==> src/rtl/rd_addr_gen_if.sv <==
// rtl/rd_addr_gen_if.sv - start/config inputs, MIG read-command handshake and status of rd_addr_gen
interface rd_addr_gen_if #(
  parameter int ADDR_W = 28
);
  logic [3:0]        DIMMdepth_ctrl;
  logic [ADDR_W-2:0] addr_trig;
  logic [ADDR_W-4:0] pre_bursts;
  logic              rd_start;
  logic              data_fifo_afull;
  logic              rd_cmd_rdy;
  logic              rd_cmd_valid;
  logic [ADDR_W-1:0] addr_rd_out;
  logic              rd_busy;
  logic              rd_done;
  logic [3:0]        rd_state_out;

  // master: the address generator issuing read commands
  modport master (
    input  DIMMdepth_ctrl, addr_trig, pre_bursts, rd_start,
    input  data_fifo_afull, rd_cmd_rdy,
    output rd_cmd_valid, addr_rd_out, rd_busy, rd_done, rd_state_out
  );

  // slave: control logic plus the MIG command port it talks to
  modport slave (
    output DIMMdepth_ctrl, addr_trig, pre_bursts, rd_start,
    output data_fifo_afull, rd_cmd_rdy,
    input  rd_cmd_valid, addr_rd_out, rd_busy, rd_done, rd_state_out
  );
endinterface

==> src/rtl/rd_addr_gen.sv <==
// rtl/rd_addr_gen.sv - replays the circular DDR acquisition buffer as one read command per 512-bit burst
module rd_addr_gen #(
  parameter int ADDR_W = 28,
  parameter int CNT_W  = 26
) (
  input  logic          clk,
  input  logic          rst,
  rd_addr_gen_if.master bus
);

  localparam int BW = ADDR_W - 3;

  localparam logic [3:0] S_IDLE  = 4'b0001;
  localparam logic [3:0] S_LOAD  = 4'b0010;
  localparam logic [3:0] S_ISSUE = 4'b0100;
  localparam logic [3:0] S_DONE  = 4'b1000;

  localparam logic [BW-1:0]    IDX_ONE = 1;
  localparam logic [CNT_W-1:0] CNT_ONE = 1;

  logic [3:0]       state;
  logic [3:0]       state_nxt;
  logic [3:0]       state_lag;

  logic [3:0]       depth_q;
  logic [BW-1:0]    trig_burst_q;
  logic [BW-1:0]    pre_q;

  logic [BW-1:0]    mask_q;
  logic [CNT_W-1:0] n_bursts_q;
  logic [BW-1:0]    burst_idx;
  logic [CNT_W-1:0] issued;
  logic             cmd_valid;

  logic [4:0]       b_load;
  logic [BW-1:0]    mask_load;
  logic [CNT_W-1:0] n_load;
  logic [BW-1:0]    start_load;
  logic             accept;
  logic             last_cmd;
  logic             busy_c;
  logic             done_c;

  // Burst-index width (depth window W minus the 3 byte-in-burst bits) per depth code
  function automatic logic [4:0] burst_bits(input logic [3:0] d);
    logic [4:0] b;
    case (d)
      4'b1111: b = 5'd25;
      4'b1110: b = 5'd24;
      4'b1101: b = 5'd23;
      4'b1100: b = 5'd22;
      4'b1011: b = 5'd21;
      4'b1010: b = 5'd20;
      4'b1001: b = 5'd19;
      4'b1000: b = 5'd18;
      4'b0111: b = 5'd17;
      4'b0110: b = 5'd16;
      4'b0101: b = 5'd14;
      4'b0100: b = 5'd13;
      4'b0011: b = 5'd11;
      4'b0010: b = 5'd9;
      4'b0001: b = 5'd7;
      4'b0000: b = 5'd5;
      default: b = 5'd17;
    endcase
    return b;
  endfunction

  always_comb begin
    b_load     = burst_bits(depth_q);
    mask_load  = ~({BW{1'b1}} << b_load);
    n_load     = CNT_ONE << b_load;
    // Oldest wanted burst; pre-trigger lengths beyond the window wrap silently
    start_load = (trig_burst_q - pre_q) & mask_load;
  end

  assign accept   = cmd_valid & bus.rd_cmd_rdy;
  assign last_cmd = ((issued + CNT_ONE) == n_bursts_q);

  always_ff @(posedge clk) begin
    if (!rst) begin
      state     <= S_IDLE;
      state_lag <= S_IDLE;
    end else begin
      state     <= state_nxt;
      state_lag <= state;
    end
  end

  always_comb begin
    state_nxt = state;
    case (state)
      S_IDLE:  if (bus.rd_start) state_nxt = S_LOAD;
      S_LOAD:  state_nxt = S_ISSUE;
      S_ISSUE: if (accept && last_cmd) state_nxt = S_DONE;
      S_DONE:  state_nxt = S_IDLE;
      default: state_nxt = S_IDLE;
    endcase
  end

  always_comb begin
    busy_c = 1'b0;
    done_c = 1'b0;
    case (state)
      S_LOAD:  busy_c = 1'b1;
      S_ISSUE: busy_c = 1'b1;
      S_DONE: begin
        busy_c = 1'b1;
        done_c = 1'b1;
      end
      default: begin
        busy_c = 1'b0;
        done_c = 1'b0;
      end
    endcase
  end

  always_ff @(posedge clk) begin
    if (!rst) begin
      depth_q      <= '0;
      trig_burst_q <= '0;
      pre_q        <= '0;
      mask_q       <= '0;
      n_bursts_q   <= '0;
      burst_idx    <= '0;
      issued       <= '0;
      cmd_valid    <= 1'b0;
    end else begin
      case (state)
        S_IDLE: begin
          cmd_valid <= 1'b0;
          if (bus.rd_start) begin
            depth_q      <= bus.DIMMdepth_ctrl;
            trig_burst_q <= bus.addr_trig[ADDR_W-2:2];
            pre_q        <= bus.pre_bursts;
          end
        end
        S_LOAD: begin
          mask_q     <= mask_load;
          n_bursts_q <= n_load;
          burst_idx  <= start_load;
          issued     <= '0;
          cmd_valid  <= 1'b0;
        end
        S_ISSUE: begin
          // A raised command is held until taken; afull only gates raising it
          if (accept) begin
            burst_idx <= (burst_idx + IDX_ONE) & mask_q;
            issued    <= issued + CNT_ONE;
            cmd_valid <= !last_cmd && !bus.data_fifo_afull;
          end else if (!cmd_valid && !bus.data_fifo_afull) begin
            cmd_valid <= 1'b1;
          end
        end
        default: cmd_valid <= 1'b0;
      endcase
    end
  end

  assign bus.rd_cmd_valid = cmd_valid;
  assign bus.addr_rd_out  = {burst_idx, 3'b000};
  assign bus.rd_busy      = busy_c;
  assign bus.rd_done      = done_c;
  assign bus.rd_state_out = state_lag;

endmodule

==> src/flat_wrapper.sv <==
// flat-port wrapper written by rule: the top's interface ports become plain ports
module rd_addr_gen_flat 
#(
  parameter int ADDR_W = 28,
  parameter int CNT_W  = 26
)
  (clk, rst, bus_DIMMdepth_ctrl, bus_addr_trig, bus_pre_bursts, bus_rd_start, bus_data_fifo_afull, bus_rd_cmd_rdy, bus_rd_cmd_valid, bus_addr_rd_out, bus_rd_busy, bus_rd_done, bus_rd_state_out);
  rd_addr_gen_if #(.ADDR_W(ADDR_W)) bus_i ();
  input  logic clk;
  input  logic rst;
  input wire logic [$bits(bus_i.DIMMdepth_ctrl)-1:0] bus_DIMMdepth_ctrl;
  input wire logic [$bits(bus_i.addr_trig)-1:0] bus_addr_trig;
  input wire logic [$bits(bus_i.pre_bursts)-1:0] bus_pre_bursts;
  input wire logic [$bits(bus_i.rd_start)-1:0] bus_rd_start;
  input wire logic [$bits(bus_i.data_fifo_afull)-1:0] bus_data_fifo_afull;
  input wire logic [$bits(bus_i.rd_cmd_rdy)-1:0] bus_rd_cmd_rdy;
  output wire logic [$bits(bus_i.rd_cmd_valid)-1:0] bus_rd_cmd_valid;
  output wire logic [$bits(bus_i.addr_rd_out)-1:0] bus_addr_rd_out;
  output wire logic [$bits(bus_i.rd_busy)-1:0] bus_rd_busy;
  output wire logic [$bits(bus_i.rd_done)-1:0] bus_rd_done;
  output wire logic [$bits(bus_i.rd_state_out)-1:0] bus_rd_state_out;
  assign bus_i.DIMMdepth_ctrl = bus_DIMMdepth_ctrl;
  assign bus_i.addr_trig = bus_addr_trig;
  assign bus_i.pre_bursts = bus_pre_bursts;
  assign bus_i.rd_start = bus_rd_start;
  assign bus_i.data_fifo_afull = bus_data_fifo_afull;
  assign bus_i.rd_cmd_rdy = bus_rd_cmd_rdy;
  assign bus_rd_cmd_valid = bus_i.rd_cmd_valid;
  assign bus_addr_rd_out = bus_i.addr_rd_out;
  assign bus_rd_busy = bus_i.rd_busy;
  assign bus_rd_done = bus_i.rd_done;
  assign bus_rd_state_out = bus_i.rd_state_out;
  rd_addr_gen #(.ADDR_W(ADDR_W), .CNT_W(CNT_W)) u_core (.clk(clk), .rst(rst), .bus(bus_i));
endmodule
==> config.mk <==
export PLATFORM = sky130hd
export DESIGN_NAME = rd_addr_gen_flat
export DESIGN_NICKNAME = d
export VERILOG_FILES = /design/src/rtl/rd_addr_gen_if.sv /design/src/rtl/rd_addr_gen.sv /design/src/flat_wrapper.sv
export SDC_FILE = /design/constraint.sdc
export NUM_CORES = 1
export LEC_CHECK = 0
export BUFFER_PORTS_ARGS = -buffer_cell sky130_fd_sc_hd__buf_4
export CAP_MARGIN = 20
export CORE_ASPECT_RATIO = 0.7
export CORE_MARGIN = 2
export CORE_UTILIZATION = 60
export DETAILED_ROUTE_END_ITERATION = 7
export GPL_TIMING_DRIVEN = 0
export PLACE_DENSITY = 0.87
export SLEW_MARGIN = 10
export SYNTH_ARGS = -nofsm -noshare
export SYNTH_HDL_FRONTEND = slang
export SYNTH_SLANG_ARGS = --single-unit
==> constraint.sdc <==
create_clock -name clk -period 2.9 [get_ports clk]
set_input_delay 0.29 -clock clk [delete_from_list [all_inputs] [get_ports clk]]
set_output_delay 0.29 -clock clk [all_outputs]
set_load 0.01 [all_outputs]
# ---- After elaboration in Yosys (flattened, before gate mapping)
# Memories as Yosys holds them, arrays and structs flattened. A register that Yosys moved wholly into a read port is not among the register bits.
# Index checks and enable logic that the tools add are counted.
# W data, S select, Z words.
dict set report totals {
  regBits 165
  rom_bits 80
  inputBits 61
  output_inout_bits 35
  elab_cells 54
  memories 1
}
dict set report op_classes {
  add_sub_neg 3
  n_eq_ne 8
  shift 2
  n_mux 13
  bitwise 4
  reduce_logical 13
}
# memory depth width read_ports rd_ports_with_merged_regs write_ports line
set memory_table {}
lappend memory_table {{(name not given)} 16 5 1 1 0 rd_addr_gen.sv:47} ;# case (d)
# op n
set ops {}
lappend ops {{$pmux W26 S2} 1}
lappend ops {{$and A25 B25 Y25} 2}
lappend ops {{$pmux W25 S2} 1}
lappend ops {{$add A26 B1 Y26 const B} 1}
lappend ops {{$eq A26 B26 Y1} 1}
lappend ops {{$mux W26} 1}
lappend ops {{$shl A1 B5 Y26 const A} 1}
lappend ops {{$add A25 B1 Y25 const B} 1}
lappend ops {{$mux W25} 1}
lappend ops {{$not A25 Y25} 1}
lappend ops {{$shl A25 B5 Y25 const A} 1}
lappend ops {{$sub A25 B25 Y25} 1}
lappend ops {{$mux W4} 4}
lappend ops {{$pmux W4 S3} 1}
lappend ops {{$reduce_and A2 Y1} 4}
lappend ops {{$eq A4 B1 Y1 const B} 1}
lappend ops {{$eq A4 B2 Y1 const B} 1}
lappend ops {{$eq A4 B3 Y1 const B} 1}
lappend ops {{$eq A4 B4 Y1 const B} 1}
lappend ops {{$mux W1} 4}
lappend ops {{$ne A2 B1 Y1 const B} 2}
lappend ops {{$reduce_bool A2 Y1} 2}
lappend ops {{$logic_and A1 B1 Y1} 3}
lappend ops {{$logic_not A1 Y1} 3}
lappend ops {{3 further kinds} 3}

# ---- Logic depth before layout (Yosys ltp)
dict set report logic_depth {
  ltp_word 5
  depth_mapped 11
  depth_no_buf 11
}

# ---- Worst setup path after synthesis
# OpenSTA, ideal clock, no wires.
dict set report synth_path {
  path_type {register to register}
  from {register u_core.pre_q[10]}
  to {register u_core.burst_idx[17]}
  setup_time_ns 0.070
  arrival_ns 2.268
  required_ns 2.830
  path_slack_ns 0.563
  path_stages_with_launch 10
  path_buffers 0
  period_less_slack_ns 2.337
  cell_sequence {dfxtp_1 > inv_1 > ha_1 > nand4_1 > or3_1 > a21o_1 > a311oi_1 > nor3_1 > or4_1 > a21oi_1}
}
dict set report synth_between {
  elab_chain_len 3
}
# element line
set synth_rtl {}
lappend synth_rtl {{start, declared} rd_addr_gen.sv:27} ;# logic [BW-1:0] pre_q;
lappend synth_rtl {{start signal, assigned} rd_addr_gen.sv:135} ;# pre_q <= bus.pre_bursts;
lappend synth_rtl {{$sub A25 B25 Y25} rd_addr_gen.sv:74} ;# start_load = (trig_burst_q - pre_q) & mask_load;
lappend synth_rtl {{$and A25 B25 Y25} rd_addr_gen.sv:74}
lappend synth_rtl {{$pmux W25 S2} rd_addr_gen.sv:129} ;# case (state)
lappend synth_rtl {{end signal, assigned} rd_addr_gen.sv:141} ;# burst_idx <= start_load;
lappend synth_rtl {{end signal, assigned} rd_addr_gen.sv:148} ;# burst_idx <= (burst_idx + IDX_ONE) & mask_q;
lappend synth_rtl {{end, declared} rd_addr_gen.sv:31} ;# logic [BW-1:0] burst_idx;
# No other way between the ends.
# A chain may end at the register's enable or synchronous reset.

# ---- Worst setup path in the final report
dict set report layout_path {
  from {register u_core.burst_idx[0]}
  to {register u_core.burst_idx[24]}
}
dict set report layout_between {
  elab_chain_len 4
}
# element line
set layout_rtl {}
lappend layout_rtl {{$add A25 B1 Y25} rd_addr_gen.sv:148}
lappend layout_rtl {{$and A25 B25 Y25} rd_addr_gen.sv:148}
lappend layout_rtl {{$mux W25} rd_addr_gen.sv:147} ;# if (accept) begin
lappend layout_rtl {{$pmux W25 S2} rd_addr_gen.sv:129}
# No other way between the ends. The select of a mux whose other input is x is not followed.

==> metrics.cfg <==
[outcome]
status = complete, no violations

[global_route]
use_met3_pct = 11.5
grt_first_pass_wirelength_um = 49300
grt.busiest_layer = met2
grtUsageMet2_pct = 54.5
grt_max_degree = 17
use_met1_pct = 53.3
antenna_found_initial = 0
grt_usage_pct = 37.6
overflow = 0
grt_pass1_vias = 9172

[pwr]
ir_drop_v = 0.000367
powerDensity_nw_per_um2 = 544
p_total_mw = 6.11
p_leak_nw = 4.37

[clock_tree]
cts_buffer_depth = 2
clk_pin_slew_worst_paths_ns = 0.07
htreeDepth = 4
cts_buffers = 17
cts_root_buf = clkbuf_16
holdBufCountCts = 0
clkLatencyLatePin_ns = 0.45
clock-sinks = 170
cts_tree = done

[yosys]
synth_ff_type = dfxtp_1
synthDominantCellAreaShare_pct = 35.8
async_flop_share_pct = 0
synth_area_leader_cell = dfxtp_1
ys_top_cells_by_area = dfxtp_1 36%, nand2_1 7.7%, a21oi_1 7.3%
synth_seq_cells = 170
synth_sequential_area_ratio_pct = 35.8
syn_inst = 1257
ys_types = 72
avgSynthCellArea_um2 = 7.56
netlist_area_um2 = 9500
synth_edf_count = 0
ys_warn_count = 0

[detailed_routing]
route.detailed.drc = 0
wirelength_um = 31500
wl_per_cell_um = 19.9
ant_nets = 0
first_pass_iters = 6
viasPerCell = 6.46
drt_iter0_markers = 1543
via_count = 10300

[die]
rows = 38
num_io_pins = 96
initial_core_util_pct = 61.3
die_w_um = 154
core_region_area_um2 = 15500
dieArea_um2 = 16900
die_y_um = 109

[final_layout]
final_cell_mix = 195 x nand2_1, 170 x dfxtp_1, 137 x a21oi_1
num_antenna_cells = 0
mostFrequentLayoutCell = nand2_1
drive_above_1_share_pct = 13.0
fin_nets = 1464
final_area_um2 = 11200
syn2layout_area_growth_pct = 18.2

[critical_path]
crit_chain = ha_1 > nand4_1 > nor4_4 > and4_1 > nand4_1 > a31o_2 > a21oi_1 > o221ai_1
worstPathRequired_ns = 3.20
arrival_ns = 3.14
crit_fanout = 6
crit_type = flop to flop
cp-start-kind = flop
critPathMaxStageDelay_ns = 0.46
cp_slowest_cell = dfxtp_1
cpMostUsedCell = nand4_1
end_kind = flop

[sta]
worstMarginPinSlew_ns = 1.09
timing.final.crit_share_pct = 97.9
fin_crit_ns = 2.84
hold_viol_final = 0
setup_viol = 0
fin_tns_setup_ns = 0
finClkSkew_ns = 0.00910
maxSlewHeadroom_pct = 26.2
fmax_mhz = 352
whs_ns = 0.0844
slew_violations = 0

[placed_design]
io_buffers = 90
routabilityCongestion = 0.983
dp.final_hpwl_um = 22900
placed_cell_area_um2 = 10400

[hold_path]
hold_class = input port to flop

[flow_run]
drv_cap = 0

## logic make-up (layout without fill, tap and decap cells)
| family | Yosys count | in the layout | share of synthesized area, % |
|---|---|---|---|
| XOR/XNOR | 56 | 56 | 5.16 |
| adder cells (fa/ha/maj) | 29 | 29 | 3.90 |
| multiplexers | 9 | 9 | 1.00 |
| other | 1 | 3 | 0.0395 |
| buffers and inverters | 126 | 254 | 5.32 |
| flip-flops | 170 | 170 | 35.8 |
| AND/OR/NAND/NOR | 536 | 536 | 27.7 |
| AO/OA/AOI/OAI | 330 | 330 | 21.1 |
## cell usage after synthesis, types with 26 or more instances
| cell | count |
|---|---|
| nor3_1 | 35 |
| clkbuf_1 | 66 |
| a22oi_1 | 26 |
| nand2_1 | 195 |
| ha_1 | 28 |
| dfxtp_1 | 170 |
| xnor2_1 | 39 |
| nand3_1 | 49 |
| a21oi_1 | 138 |
| o21ai_0 | 59 |
| inv_1 | 42 |
| nor2_1 | 115 |
## stage by stage
| step | instances | utilization, % | setup slack [ns] |
|---|---|---|---|
| global placement | 1549 | 67.3 | -0.0338 |
| global route | 1587 | 72.5 | -0.00478 |
| finish | 1587 | 72.5 | 0.0606 |
| CTS | 1581 | 71.8 | 0.0838 |
| floorplan | 1259 | - | 0.563 |
| detailed placement | 1549 | 67.3 | -0.0959 |
## per-layer routing
layer | share of wire (%) | up-vias
li1 | - | 4676
met1 | 42 | 4749
met2 | 41 | 749
met3 | 15 | 76
met4 | 2.4 | 0
met5 | 0 | -
## worst paths after layout
check                                               end           startpoint  depth (start not counted)  slack (ns)
worst max-delay path               u_core.burst_idx[24]  u_core.burst_idx[0]                          8        0.06
worst min-delay path            u_core.trig_burst_q[23]    bus_addr_trig[25]                          3        0.08
worst max register to register     u_core.burst_idx[24]  u_core.burst_idx[0]                          8        0.06
worst min register to register          u_core.pre_q[5]      u_core.pre_q[5]                          2        0.46
## sequential cells by signal, indices dropped and copies added, names as in the netlist
name                     count
u_core.issued               26
u_core.n_bursts_q           26
u_core.burst_idx            25
u_core.mask_q               25
u_core.pre_q                25
u_core.trig_burst_q         25
u_core.b_load                5
u_core.bus.rd_state_out      4
u_core.depth_q               4
u_core.state                 4
u_core.bus.rd_cmd_valid      1
## worst max-delay path, delay by kind of cell (launching register included)
kind / cells / cell delay (ns)
simple gates: 4 / 1.41
compound gates: 3 / 0.53
flops: 1 / 0.46
fa+ha+maj: 1 / 0.29
## report_power, final
group | total, mW | switching (mW) | internal [mW]
registers | 2.47 | 0.0559 | 2.41
logic | 1.09 | 0.685 | 0.401
clock network | 2.56 | 1.02 | 1.53
total | 6.11 | 1.76 | 4.35
## cell type report
| type | count | area, um2 |
|---|---|---|
| buffer | 83 | 352 |
| clock buffer | 18 | 429 |
| clock inverter | 14 | 221 |
| fill | 1238 | 4260 |
| inverter | 43 | 161 |
| multi-input combinational | 963 | 5700 |
| sequential | 170 | 3400 |
| tap | 200 | 250 |
| timing repair buffer | 96 | 721 |
## repair_timing
item	CTS	global route
pin swaps	0	3
endpoints found under the setup margin	29	18
setup buffers	0	6
resized for setup	9	16
No activity file was read; power rests on OpenSTA's default activity.
